## config.mk

```make
export PLATFORM = sky130hd
export DESIGN_NAME = led_breath_sched
export DESIGN_NICKNAME = d
export VERILOG_FILES = /design/src/rtl/led_breath_sched.sv
export SDC_FILE = /design/constraint.sdc
export NUM_CORES = 1
export LEC_CHECK = 0
export BUFFER_PORTS_ARGS = -buffer_cell sky130_fd_sc_hd__buf_2
export CORE_MARGIN = 2
export CORE_UTILIZATION = 35
export DETAILED_ROUTE_END_ITERATION = 7
export PLACE_DENSITY_LB_ADDON = 0.08
export SKIP_LAST_GASP = 1
export SLEW_MARGIN = 10
export SYNTH_ARGS = -nofsm -noshare
export SYNTH_HDL_FRONTEND = slang
export SYNTH_SLANG_ARGS = --single-unit
```

## constraint.sdc

```tcl
create_clock -name clk -period 5.81 [get_ports clk]
set_input_delay 1.162 -clock clk [delete_from_list [all_inputs] [get_ports clk]]
set_output_delay 1.162 -clock clk [all_outputs]
set_load 0.005 [all_outputs]
```

## src/rtl/led_breath_sched.sv

```systemverilog
// rtl/led_breath_sched.sv - breathing-LED mode/speed scheduler with debounced buttons
// Drives lever, LED mask and restart/tick pulses for a shared breathing-light datapath.
module led_breath_sched #(
  parameter int unsigned HALF_P0         = 15000000,
  parameter int unsigned HALF_P1         = 25000000,
  parameter int unsigned HALF_P2         = 35000000,
  parameter int unsigned HALF_P3         = 50000000,
  parameter int unsigned DEBOUNCE_CYCLES = 1000000,
  parameter int unsigned CYCLES_PER_CH   = 2
) (
  input  logic       clk,
  input  logic       rst,
  input  logic       btn_mode,
  input  logic       btn_speed,
  output logic [1:0] light_lever,
  output logic [3:0] led_mask,
  output logic [1:0] mode,
  output logic       breath_restart,
  output logic       cycle_tick
);

  localparam int unsigned DBW = (DEBOUNCE_CYCLES > 1) ? $clog2(DEBOUNCE_CYCLES) : 1;
  localparam int unsigned CW  = (CYCLES_PER_CH > 1) ? $clog2(CYCLES_PER_CH) : 1;
  localparam logic [DBW-1:0] DB_LAST  = DBW'(DEBOUNCE_CYCLES - 1);
  localparam logic [CW-1:0]  CYC_LAST = CW'(CYCLES_PER_CH - 1);

  typedef enum logic [1:0] {
    S_OFF    = 2'b00,
    S_SINGLE = 2'b01,
    S_ROTATE = 2'b10,
    S_ALL    = 2'b11
  } state_t;

  state_t          state, state_next;
  logic [1:0]      btn, sync1, sync2, db_level, db_prev, press;
  logic [DBW-1:0]  db_cnt [2];
  logic [1:0]      ch, ch_next, lever_next;
  logic [3:0]      mask_next;
  logic            restart_next, tick_next, wrap, rotate;
  logic [31:0]     timer, timer_next, half_sel, period_last;
  logic [CW-1:0]   cyc, cyc_next;

  assign btn = {btn_speed, btn_mode};

  // Bit 0 is the mode button, bit 1 the speed button.
  always_ff @(posedge clk) begin
    if (rst) begin
      sync1     <= '0;
      sync2     <= '0;
      db_level  <= '0;
      db_prev   <= '0;
      db_cnt[0] <= '0;
      db_cnt[1] <= '0;
    end else begin
      sync1   <= btn;
      sync2   <= sync1;
      db_prev <= db_level;
      for (int i = 0; i < 2; i++) begin
        if (sync2[i] == db_level[i]) begin
          db_cnt[i] <= '0;
        end else if (db_cnt[i] == DB_LAST) begin
          db_level[i] <= sync2[i];
          db_cnt[i]   <= '0;
        end else begin
          db_cnt[i] <= db_cnt[i] + DBW'(1);
        end
      end
    end
  end

  assign press = db_level & ~db_prev;

  always_comb begin
    case (light_lever)
      2'd0:    half_sel = HALF_P0;
      2'd1:    half_sel = HALF_P1;
      2'd2:    half_sel = HALF_P2;
      default: half_sel = HALF_P3;
    endcase
    period_last = {half_sel[30:0], 1'b0} - 32'd1;
  end

  always_ff @(posedge clk) begin
    if (rst) begin
      state <= S_OFF;
    end else begin
      state <= state_next;
    end
  end

  always_comb begin
    state_next   = state;
    lever_next   = light_lever;
    ch_next      = ch;
    restart_next = 1'b0;
    tick_next    = 1'b0;
    timer_next   = timer + 32'd1;
    cyc_next     = cyc;
    // >= keeps the timer bounded even if it were ever past the end of a period.
    wrap         = (timer >= period_last);
    rotate       = wrap && (state == S_ROTATE) && (cyc == CYC_LAST);

    if (wrap) begin
      timer_next = '0;
      tick_next  = 1'b1;
      cyc_next   = (cyc == CYC_LAST) ? '0 : cyc + CW'(1);
    end
    if (rotate) begin
      ch_next      = ch + 2'd1;
      restart_next = 1'b1;
    end
    if (press[1]) begin
      lever_next   = light_lever + 2'd1;
      restart_next = 1'b1;
    end
    if (press[0]) begin
      restart_next = 1'b1;
      case (state)
        S_OFF:    state_next = S_SINGLE;
        S_SINGLE: begin
          state_next = S_ROTATE;
          ch_next    = 2'd0;
        end
        S_ROTATE: state_next = S_ALL;
        default: begin
          state_next = S_OFF;
          ch_next    = 2'd0;
        end
      endcase
    end
    // Any restart realigns the period so the datapath and timer start together.
    if (restart_next) begin
      timer_next = '0;
      cyc_next   = '0;
    end

    case (state_next)
      S_OFF:   mask_next = 4'b0000;
      S_ALL:   mask_next = 4'b1111;
      default: mask_next = 4'b0001 << ch_next;
    endcase
  end

  always_ff @(posedge clk) begin
    if (rst) begin
      light_lever    <= 2'b01;
      ch             <= 2'd0;
      led_mask       <= 4'b0000;
      breath_restart <= 1'b0;
      cycle_tick     <= 1'b0;
      timer          <= '0;
      cyc            <= '0;
    end else begin
      light_lever    <= lever_next;
      ch             <= ch_next;
      led_mask       <= mask_next;
      breath_restart <= restart_next;
      cycle_tick     <= tick_next;
      timer          <= timer_next;
      cyc            <= cyc_next;
    end
  end

  assign mode = state;

endmodule
```

# Word-level counts from Yosys, hierarchy flattened
# Memory sizes are Yosys's and may differ from the RTL's.
# Cells that the tools add are included.
# Widths: inputs -> output; s select.
# totals
memories	1
ramBits	40
output_inout_bits	10
in_bits	4
word_cells	94
regBits	53
# memory_table
name	words	word_bits	read_ports	rd_ports_with_merged_regs	wr	line	source
db_cnt	2	20	2	0	2	36	logic [DBW-1:0] db_cnt [2];
# op_classes
bitwise_logic	10
n_shift	1
n_eq_ne	9
reduce_logical	10
n_lt_le_gt_ge	1
muxes	42
n_addsub	7
# op_table
op	n
$mux 20	6
$pmux 26 s3	1
$add 20x1->20 const B	2
$eq 20x20->1 const B	2
$add 32x1->32 const B	1
$ge 32x32->1	1
$sub 32x1->32 const B	1
$mux 1	29
$mux 2	4
$pmux 4 s2	1
$eq 2x2->1 const B	3
$logic_not 2->1	3
$or 1x1->1	6
$pmux 2 s3	1
$add 2x1->2 const B	2
$eq 2x1->1 const B	2
$reduce_and 2->1	2
$reduce_or 2->1	2
$shl 1x2->4 const A	1
$reduce_or 3->1	1
$and 2x2->2	1
$eq 1x1->1	2
$logic_and 1x1->1	2
$not 1->1	2
2 further kinds	2

# Depth between registers and ports, before layout
# logic_depth
ltp_word	11
ltp_mapped	12
ltp_nobuf	11

# Worst setup path after synthesis
# Ideal clock, no wire load.
# synth_path
kind	reg2reg
from	reg light_lever[0]
to	reg timer[28]
path_slack_ns	3.291
stages_incl_launch_ff	13
period_less_slack_ns	2.519
required_ns	5.745
arrival_ns	2.453
path_buffers	1
cell_sequence	dfxtp_1 > inv_1 > ha_1 > nor2_1 > ha_1 > nand4_1 > nor3_1 > nor4_2 > nand3_1 > nor2_1 > nand2_2 > buf_6 > nor2_1
# synth_via
elab_chain_cells	10
word_cells_on_any_way	12
cone_classes	add/sub (1); order compare (1); eq/ne (2); mux (4); reduce/logical (4)
# synth_rtl
item	line	source
start, declared	15	output logic [1:0] light_lever,
start signal, assigned	154	light_lever <= lever_next;
$eq 2x2->1 (tied with other cells)	74	case (light_lever)
$pmux 26 s3 (*)	74	
$sub 32x1->32 (*)	80	period_last = {half_sel[30:0], 1'b0} - 32'd1;
$ge 32x32->1 (*)	100	wrap = (timer >= period_last);
$logic_and 1x1->1 (2 in a row)	101	rotate = wrap && (state == S_ROTATE) && (cyc == CYC_LAST);
$mux 1	108	if (rotate) begin
$mux 1	112	if (press[1]) begin
$mux 1	116	if (press[0]) begin
$reduce_or 3->1 (no line) (*)	--	
end signal, assigned	159	timer <= timer_next;
end, declared	40	logic [31:0] timer, timer_next, half_sel, period_last;
# Every way passes the cells marked *; elsewhere a longest branch is shown, timed or not.
# A chain may end at the register's enable or synchronous reset.

# Worst setup path in the final report
# layout_path
from	reg light_lever[0]
to	reg timer[13]
# Same word-level chain as after synthesis.

==> metrics <==
critical path, cell by cell inv_1, ha_1, nor2_1, ha_1, nand4_1, nor3_1, nor4_2, nand3_1, nor2_1, nand2_2, nor2_1; sequential area share after synthesis 48.0%; CTS tree yes; Placer Congestion 0.767; grt ovf 0; Slew Limit Fails 0; CORE AREA 0.0132 mm²; Avg Inst Size Synth 9.53 µm²; Max VDD drop 0.118 mV; LEAKAGE 0.00206 µW; post-synthesis register bit count 93; Setup-failing EPs final 0; Fin Setup TNS 0 ns; clk sinks 93; status complete, no violations; Slew @ Worst Pin 0.797 ns; die area 0.0144 mm²; dominant cells by area after synthesis edfxtp_1 25%, dfxtp_1 22%, ha_1 8.8%; Antenna Cells 0; hold_buf cts 0; clk buf depth 2; simple-gate area share of the yosys netlist 23.6%; multiplexer share of the synthesized area 0.849%; Nets 589; Setup crit end kind flop; Worst Clk Skew 0.0115 ns; xor/xnor share of the synthesized area 12.3%; Hold Fails Final Rpt 0; dpl hpwl 6.21 mm; Syn-to-layout area delta 14.6%; routing usage on met3 3.28%; Post-synth EDFFs 40; Tot Pwr 1340 µW; minimum clock period 3.00 ns; largest net degree at the start of global routing 28; Vias/cell 4.45; met1 Usage GRT 16.5%; share of cells above drive strength 1 6.10%; chip width 120 µm; complex-gate fraction of the synthesized area 3.95%; port bufs 13; DR WL/cell 11.7 µm; Initial Utilization 35.8%; Slew HR 46.4%; slowest stage delay, CP 0.45 ns; GRT Max-Usage Layer met2; die height 120 µm; router iterations before antenna repair 4; final WL 8.60 mm; # DRC 0; CP delay by family, top simple AND/OR/NAND/NOR gates; post-CTS sizing 0; Setup CP Type reg -> reg; Fmax 333 MHz; RSZ-0062 raised after global routing false; Routed Antenna Nets 0; initial DRC count 85; met2 Use GR 20.7%; Hold WC Path Type reg -> reg; CTS Root Cell clkbuf_16; count of non-filler cells in the finished layout 733; post-CTS setup buffer count 0; Final Cycle Share 51.6%; H-tree levels 3; global-route usage over all layers 12.9%; area share of the largest cell type after synthesis 25.5%; top_reg_cell synth dfxtp_1; total of max-cap violations 0; crit start category flop; library cells used by synthesis 37; PwrDens 248 mW/mm²; Vias 3260; Rows 42; Max stage delay cell, worst path dfxtp_1; share of flip-flops with an asynchronous set or reset 0%; synth warn 0; Clk Latency, worst-skew pair 0.35 ns; synthesized cell area 0.00472 mm²; cell mode on critical path nor2_1; Crit Path Max Fanout 27; IO Count 14; post-synth top area cell edfxtp_1; Post-Synth Adder-Cell Area 8.76%; worst endpoint required time 6.09 ns; first-pass GRT wire length 14.8 mm; Synth Instances 495; clock-pin slew on the worst setup and hold paths 0.07 ns; vias in the first global route 3149; dpl cells 717; largest family of logic cells by synthesized area simple AND/OR/NAND/NOR gates; CTS buffer count 9; Crit path buffers/inverters 1; initial antenna violation count 0; Critical Path AT 3.28 ns
## power by group
| part | switching (µW) | internal, µW |
|---|---|---|
| Clock | 262 | 335 |
| Sequential | 13.7 | 697 |
| Combinational | 20.4 | 13.4 |
| Total | 296 | 1040 |
## kinds of logic after synthesis
group           Yosys count
simple gates            239
flops                    93
mux                       4
buf+inv                  27
compound gates           31
fa+ha+maj                33
xor+xnor                 66
other cells               2
## cells in the mapped netlist, types with 2 or more instances
master,n
a21oi_1,16
and2_1,2
and3_1,13
and4_1,2
buf_6,2
clkbuf_1,6
conb_1,2
dfxtp_1,53
edfxtp_1,40
ha_1,33
inv_1,18
mux2i_1,4
nand2_1,35
nand2b_1,2
nand3_1,32
nand4_1,11
nor2_1,107
nor2b_1,11
nor3_1,8
nor4_1,4
o21ai_0,9
o31ai_1,2
or2_2,2
or3_1,4
xnor2_1,25
xor2_1,41
## per-stage QoR
| stage | instance area (µm²) | setup slack (ns) | util (%) | hold slack [ns] |
|---|---|---|---|---|
| global placement | 5110 | 2.97 | 38.7 | 0.424 |
| CTS | 5410 | 2.75 | 41.0 | 0.444 |
| finish | 5410 | 2.81 | 41.0 | 0.438 |
| detailed placement | 5110 | 2.75 | 38.7 | 0.427 |
| global route | 5410 | 2.46 | 41.0 | 0.477 |
| floorplan | 4870 | 3.29 | - | 0.414 |
## registers in the layout, indices dropped and copies added (netlist names)
register / cells
db_cnt: 40
timer: 32
db_prev: 2
cyc: 1
led_mask: 4
ch: 2
sync1: 2
db_level: 2
light_lever: 2
mode: 2
sync2: 2
breath_restart: 1
cycle_tick: 1
## layout make-up
type | count | area (µm²)
clock buffer | 9 | 225
clock inverter | 7 | 72.6
fill | 1330 | 7780
inverter | 18 | 67.6
multi-input combinational | 417 | 2490
sequential | 93 | 2260
tap | 176 | 220
timing repair buffer | 13 | 65.1
## cell usage in the layout (no fill, tap or decap), types with 18 or more instances in the layout
cell type,netlist,routed
conb_1,2,44
dfxtp_1,53,53
edfxtp_1,40,40
ha_1,33,33
inv_1,18,18
nand2_1,35,35
nand3_1,32,32
nor2_1,107,107
xnor2_1,25,25
xor2_1,41,41
## final timing paths
check	start	slack [ns]	depth (start not counted)	end
worst max-delay path	light_lever[0]	2.81	11	timer[13]
worst min-delay path	sync1[1]	0.44	1	sync2[1]
worst max register to register	light_lever[0]	2.81	11	timer[13]
worst min register to register	sync1[1]	0.44	1	sync2[1]
## worst register-to-register path, delay by kind of cell, from the launching register on
family | cells | cell delay (ns)
adders and majority gates | 2 | 0.57
buffers and inverters | 1 | 0.17
DFF | 1 | 0.45
and+or+nand+nor | 8 | 1.74
## routing by layer
metal | vias to the layer above | wire length, µm
met5 | - | 0
met2 | 15 | 3890
met1 | 1489 | 4350
met4 | 0 | 170
li1 | 1745 | -
met3 | 11 | 190
Note: power is estimated with default switching activity, not from simulation.
